--- src/rtl/uart_rx.sv ---
// UART receiver: two-flop input synchroniser, 16x oversampled start/data/stop
// sampling at mid-bit, framing-error flag and a break guard that forces the
// line back high before another frame can start.
module uart_rx #(
    parameter int DBIT    = 8,
    parameter int SB_TICK = 16
) (
    input  logic            clk,
    input  logic            rst,
    input  logic            S_tick,
    input  logic            rx,
    output logic [DBIT-1:0] rx_dout,
    output logic            rx_done_tick,
    output logic            frame_err,
    output logic            busy
);

    // Tick counter must cover both the 16-tick bit period and the stop length.
    localparam int S_MAX = (SB_TICK - 1 > 15) ? SB_TICK - 1 : 15;
    localparam int SW    = $clog2(S_MAX + 1);
    localparam int NW    = $clog2(DBIT);

    localparam logic [SW-1:0] S_MID  = SW'(7);
    localparam logic [SW-1:0] S_LAST = SW'(15);
    localparam logic [SW-1:0] S_STOP = SW'(SB_TICK - 1);
    localparam logic [NW-1:0] N_LAST = NW'(DBIT - 1);

    typedef enum logic [2:0] {
        IDLE,
        START,
        DATA,
        STOP,
        WAIT_HI
    } state_t;

    state_t          r_state;
    logic [SW-1:0]   r_s;
    logic [NW-1:0]   r_n;
    logic [DBIT-1:0] r_shift;
    logic [DBIT-1:0] r_dout;
    logic            r_done;
    logic            r_ferr;
    logic            r_busy;
    logic            r_sync_1;
    logic            r_sync_2;
    logic            w_rx_s;

    assign w_rx_s = r_sync_2;

    // Two-flop synchroniser; resets to the idle-high line level.
    always_ff @(posedge clk or negedge rst) begin
        if (!rst) begin
            r_sync_1 <= 1'b1;
            r_sync_2 <= 1'b1;
        end else begin
            r_sync_1 <= rx;
            r_sync_2 <= r_sync_1;
        end
    end

    // Frame FSM with counters, shift register and registered outputs.
    always_ff @(posedge clk or negedge rst) begin
        if (!rst) begin
            r_state <= IDLE;
            r_s     <= '0;
            r_n     <= '0;
            r_shift <= '0;
            r_dout  <= '0;
            r_done  <= 1'b0;
            r_ferr  <= 1'b0;
            r_busy  <= 1'b0;
        end else begin
            r_done <= 1'b0;
            case (r_state)
                IDLE: begin
                    // A falling edge starts a frame; no tick needed to leave.
                    if (!w_rx_s) begin
                        r_state <= START;
                        r_s     <= '0;
                        r_busy  <= 1'b1;
                    end
                end
                START: begin
                    if (S_tick) begin
                        if (r_s == S_MID) begin
                            if (!w_rx_s) begin
                                r_state <= DATA;
                                r_s     <= '0;
                                r_n     <= '0;
                            end else begin
                                // Line went back high before mid-start: glitch.
                                r_state <= IDLE;
                                r_busy  <= 1'b0;
                            end
                        end else begin
                            r_s <= r_s + SW'(1);
                        end
                    end
                end
                DATA: begin
                    if (S_tick) begin
                        if (r_s == S_LAST) begin
                            r_s     <= '0;
                            r_shift <= {w_rx_s, r_shift[DBIT-1:1]};
                            if (r_n == N_LAST) begin
                                r_state <= STOP;
                            end else begin
                                r_n <= r_n + NW'(1);
                            end
                        end else begin
                            r_s <= r_s + SW'(1);
                        end
                    end
                end
                STOP: begin
                    if (S_tick) begin
                        if (r_s == S_STOP) begin
                            r_dout <= r_shift;
                            r_ferr <= ~w_rx_s;
                            r_done <= 1'b1;
                            if (w_rx_s) begin
                                r_state <= IDLE;
                                r_busy  <= 1'b0;
                            end else begin
                                r_state <= WAIT_HI;
                            end
                        end else begin
                            r_s <= r_s + SW'(1);
                        end
                    end
                end
                WAIT_HI: begin
                    // Break guard: a low line must return high before re-arming.
                    if (w_rx_s) begin
                        r_state <= IDLE;
                        r_busy  <= 1'b0;
                    end
                end
                default: begin
                    r_state <= IDLE;
                    r_busy  <= 1'b0;
                end
            endcase
        end
    end

    assign rx_dout      = r_dout;
    assign rx_done_tick = r_done;
    assign frame_err    = r_ferr;
    assign busy         = r_busy;

endmodule

--- config.mk ---
export PLATFORM = sky130hd
export DESIGN_NAME = uart_rx
export DESIGN_NICKNAME = d
export VERILOG_FILES = /design/src/rtl/uart_rx.sv
export SDC_FILE = /design/constraint.sdc
export NUM_CORES = 1
export LEC_CHECK = 0
export BUFFER_PORTS_ARGS = -buffer_cell sky130_fd_sc_hd__buf_4
export CAP_MARGIN = 25
export CORE_AREA = 2 2 57 59
export DETAILED_ROUTE_END_ITERATION = 8
export DIE_AREA = 0 0 59 61
export PLACE_DENSITY = 0.67
export RECOVER_POWER = 25
export REMOVE_ABC_BUFFERS = 1
export SKIP_LAST_GASP = 1
export SYNTH_ARGS = -nofsm -noshare
export SYNTH_HDL_FRONTEND = slang
export SYNTH_SLANG_ARGS = --single-unit
--- constraint.sdc ---
create_clock -name clk -period 5.4 [get_ports clk]
set_input_delay 0.54 -clock clk [delete_from_list [all_inputs] [get_ports clk]]
set_output_delay 0.54 -clock clk [all_outputs]
set_load 0.05 [all_outputs]
Word-level counts from Yosys, hierarchy flattened --
Cells that the tools add are included.
Storage, ports and cells: register bits 31, output and inout bits 11, input bits 4, logic and storage cells 79
Cells by class: bitwise gates (word level) 2, equal/unequal tests 19, reductions and logical operators 9, muxes and demuxes 37, add/subtract/negate cells 2
Operator list (count):
- $mux 3 | 16
- $mux 4 | 7
- $ne 2x2->1 const B | 12
- $pmux 4 s4 | 1
- $pmux 3 s5 | 1
- $mux 1 | 9
- $reduce_and 9->1 | 1
- $reduce_and 7->1 | 1
- $eq 3x2->1 const B | 2
- $eq 3x3->1 const B | 2
- $pmux 3 s2 | 1
- $reduce_and 3->1 | 2
- $reduce_and 6->1 | 1
- $pmux 1 s5 | 1
- $reduce_and 5->1 | 1
- $add 4x1->4 const B | 1
- $eq 4x3->1 const B | 1
- $eq 4x4->1 const B | 1
- $reduce_bool 4->1 | 1
- $add 3x1->3 const B | 1
- $eq 3x1->1 const B | 1
- $logic_not 3->1 | 1
- $mux 2 | 1
- $not 1->1 | 2
- $reduce_bool 2->1 | 1

Logic depth before layout (Yosys ltp) --
word-level depth 5, gate-level depth with buffers 6, mapped depth without buffers 5

Least setup slack after synthesis --
Ideal clock, no wire load.
kind input to register, start in S_tick, end reg r_n[1], arrival time 1666 ps, setup time 120 ps, buffers on the path 1, slack 3614 ps, stages 5, data required time 5280 ps, cells stage by stage buf_4 and2b_4 or4b_4 and3_1 a41o_1
On the way: cells in the longest elaborated chain, start to end 2, elaborated cells between the ends (all ways) 3, those cells by class eq/ne: 2; reduce/logical: 1
Ends and longest elaborated chain:
- start: declaration | line 10 | input logic S_tick,
- $ne 2x2->1 (no line)
- $reduce_and 7->1 (no line) *
- end signal: assignment | line 108 | r_n <= r_n + NW'(1);
- end: declaration | line 38 | logic [NW-1:0] r_n;
Mark *: on every way between the ends. The rest lies on a longest branch, timed or not. A chain may end at the register's enable or synchronous reset.

Final worst setup path --
start reg r_s[0], end reg r_dout[4], in the netlist rx_dout[4]
On the way: cells in the longest elaborated chain, start to end 2
Ends and longest elaborated chain:
- start: declaration | line 37 | logic [SW-1:0] r_s;
- start signal: assignment | line 96 | r_s <= r_s + SW'(1);
- start signal: assignment | line 111 | r_s <= r_s + SW'(1);
- start signal: assignment | line 128 | r_s <= r_s + SW'(1);
- $eq 4x4->1 | line 117 | if (r_s == S_STOP) begin
- $reduce_and 3->1 (no line)
- end signal: assignment | line 118 | r_dout <= r_shift;
- end: declaration | line 40 | logic [DBIT-1:0] r_dout;
Every way passes these cells.

==> results.md <==
- Worst Setup End Kind: flop
- Area of the mapped netlist: 0.00145 mm^2
- FF-to-FF End: rx_dout[4]
- Crit-path slowest cell: nand4_1
- Std cell rows: 20
- Most frequent cell after synthesis: dfrtp_1
- I/O pin count: 15
- Initial Util: 49.0%
- Die footprint: 0.00360 mm^2
- Post-Place Cells: 161
- Top_reg_cell synth: dfrtp_1
- Kind of critical path: reg2reg
- Final Setup Violations: 0
- Number of diodes: 0
- Relative slew slack: -7.59%
- Fmax: 0.509 GHz
- Clk Latency, worst-skew pair: 330 ps
- Count of cells resized by post-cts repair: 0
- Status: finished, violations left
- Post-route ant nets: 0
- Failing checks: max-capacitance violations, max-slew violations
- FF-to-FF path depth: 4
- Post-CTS setup buffer count: 0
- CP Max Fanout: 12
- First-pass GRT wire length: 4390 um
- Post-synth top area share: 50.1%
- Fin area: 0.00163 mm^2
- CTS H-tree lvls: 2
- Placed Area: 0.00156 mm^2
- Worst EP required: 5620 ps
- DRT Pass-1 Iters: 4
- Hold Path Depth: 1
- Commonest cells post-synth: dfrtp_1 (29), mux2_2 (16), nor2_1 (7), inv_1 (6)
- Register Area: 778 um^2
- Crit path cell chain: ha_1 -> and3_1 -> nand4_1 -> mux2_2
- Layout Nets: 142
- Final min period: 1970 ps
- CTS tree: done
- Maximum vdd drop: 0.000169 V
- Sequential area share after synthesis: 53.8%
- Max stage delay on crit path: 500 ps
- Clock Sinks: 31
- Hold Path Origin: rx
- Area contributors post-synth: dfrtp_1 (50%), mux2_2 (12%), dfstp_2 (3.6%)
- Vias in the first global route: 952
- CP Launch Type: flop
- Yosys reg bits: 31
- Gpl congestion: 0.859
- RSZ-0062 raised after global routing: no
- Clock Path Buffers: 2
- DIE HEIGHT: 61 um
- Largest net degree at the start of global routing: 32
- Final Hold Violating Endpoints: 0
- Finished Layout Cells: 169
- CP Data Arrival Time: 2190 ps
- Drt drc: 0
- Syn. warnings: 0
- Area Overhead vs Synth: 12.4%
- Flop-to-flop setup slack: 3430 ps
- Total wire length: 2490 um
- Layout cells sized above 1: 33.1%
- Max cap viols: 1
- Power Dens Cells: 390 mW/mm^2
- Fin Setup TNS: 0 ps
- Leak: 0.845 nW
- Core box area: 0.00295 mm^2
- Number of synthesized flops with an enable pin: 0
- Die width: 59 um
- Count of cell types in the netlist: 43
- Worst slack at placement: 3410 ps
- Avg Inst Size Synth: 12.0 um^2
- Fin. max-slew vios: 32
- Cts hold-fix bufs: 0
- Clock skew: 8.22 ps
- Total Routing Usage GR: 17.2%
- Avg Vias per Cell: 5.99
- Critical R2R Launch: r_s[0]
- Endpoint, Worst Hold: r_sync_1
- Final period util: 36.4%
- I/O Buffers: 14
- CTS root buf: clkbuf_4
- Fillcell total: 256
- Initial antenna violation count: 0
- Area of the multi-input gates: 612 um^2
- Worst Tran Pin Value: 1610 ps
- Clock-pin slew on the worst setup and hold paths: 100 ps
- Final worst setup slack: 3430 ps
- Worst Hold Class: in2reg
- Iteration-0 DRC Markers: 44
- Post-DP HPWL: 1740 um
- Clock buffer count from CTS: 5
- Ys async rst share: 100%
- Via count: 1012
- Overflow after GRT: 0
- Synth area leader: dfrtp_1
- Routed wire length per instance: 14.7 um
- Cell count after synthesis: 121
==> per-layer routing <==
layer / track usage (%) / up-vias / routed length, um
met4: 7.79 / 0 / 15
met3: 7.04 / 2 / 145
met2: 25.6 / 27 / 1250
met5: 0 / - / 0
li1: - / 477 / -
met1: 22.0 / 506 / 1080
==> cell families (layout without fill, tap and decap cells) <==
logic type / Yosys count / in the layout / share of synthesized area, %
AND/OR/NAND/NOR: 36 / 36 / 15.3
buffers and inverters: 13 / 28 / 3.98
XOR/XNOR: 1 / 1 / 0.605
multiplexers: 17 / 17 / 13.1
flip-flops: 31 / 31 / 53.8
AO/OA/AOI/OAI: 20 / 20 / 10.6
adder cells (fa/ha/maj): 3 / 3 / 2.59
==> critical path, delay by kind of cell (launching register included) <==
family / cells / cell delay [ps]
muxes: 1 / 470
DFF: 1 / 390
and+or+nand+nor: 2 / 740
adders and majority gates: 1 / 260
==> how the worst max path moves through the flow <==
stage / from / endpoint / slack (ps) / depth (start not counted)
finish: r_s[0] / rx_dout[4] / 3430 / 4
global route: r_s[0] / rx_dout[4] / 3230 / 4
CTS: r_s[0] / rx_dout[4] / 3410 / 4
detailed placement: r_s[0] / rx_dout[4] / 3410 / 4
global placement: S_tick / rx_dout[4] / 3460 / 4
floorplan: r_n[0] / r_n[1] / 3640 / 5
==> area by class of cell <==
cell class / count / share of cell area [%]
Clock buffer: 7 / 4.00
Clock inverter: 1 / 0.461
Inverter: 6 / 1.38
Multi-Input combinational cell: 77 / 37.6
Sequential cell: 31 / 47.8
Tap cell: 33 / 2.54
Timing Repair Buffer: 14 / 6.23
==> through the flow <==
step | power [mW] | util, % | hold slack [ps]
3_3_place_gp | 0.479 | 52.8 | 348
2_1_floorplan | 0.437 | - | 244
4_1_cts | 0.643 | 55.3 | 117
5_1_grt | 0.685 | 55.1 | 268
6_report | 0.635 | 55.1 | 311
3_5_place_dp | 0.486 | 52.8 | 349
==> flip-flops by register name, summed over array words and instances (netlist names) <==
register      cells
r_n               3
r_state           3
rx_done_tick      1
r_shift           8
frame_err         1
rx_dout           8
r_s               4
busy              1
r_sync_2          1
r_sync_1          1
==> placed cells by master (no fill, tap or decap), drive strengths merged, types with 2 or more instances in the layout <==
| cell | netlist | final |
|---|---|---|
| dfrtp | 29 | 29 |
| mux2 | 16 | 16 |
| buf | 5 | 12 |
| clkbuf | 2 | 9 |
| nor2 | 7 | 7 |
| inv | 6 | 6 |
| and3 | 4 | 4 |
| nand2 | 4 | 4 |
| o21ai | 4 | 4 |
| nand3 | 4 | 4 |
| nand4 | 3 | 3 |
| ha | 3 | 3 |
| a2bb2oi | 2 | 2 |
| nor3 | 2 | 2 |
| a41o | 2 | 2 |
| dfstp | 2 | 2 |
| or4b | 2 | 2 |
==> where the power goes <==
group | switching [mW] | internal, mW | leakage, nW
logic | 0.0968 | 0.0819 | 0.401
clock network | 0.0775 | 0.0760 | 0.0375
registers | 0.0416 | 0.261 | 0.407
total | 0.216 | 0.419 | 0.845
No activity file was read; power rests on OpenSTA's default activity.
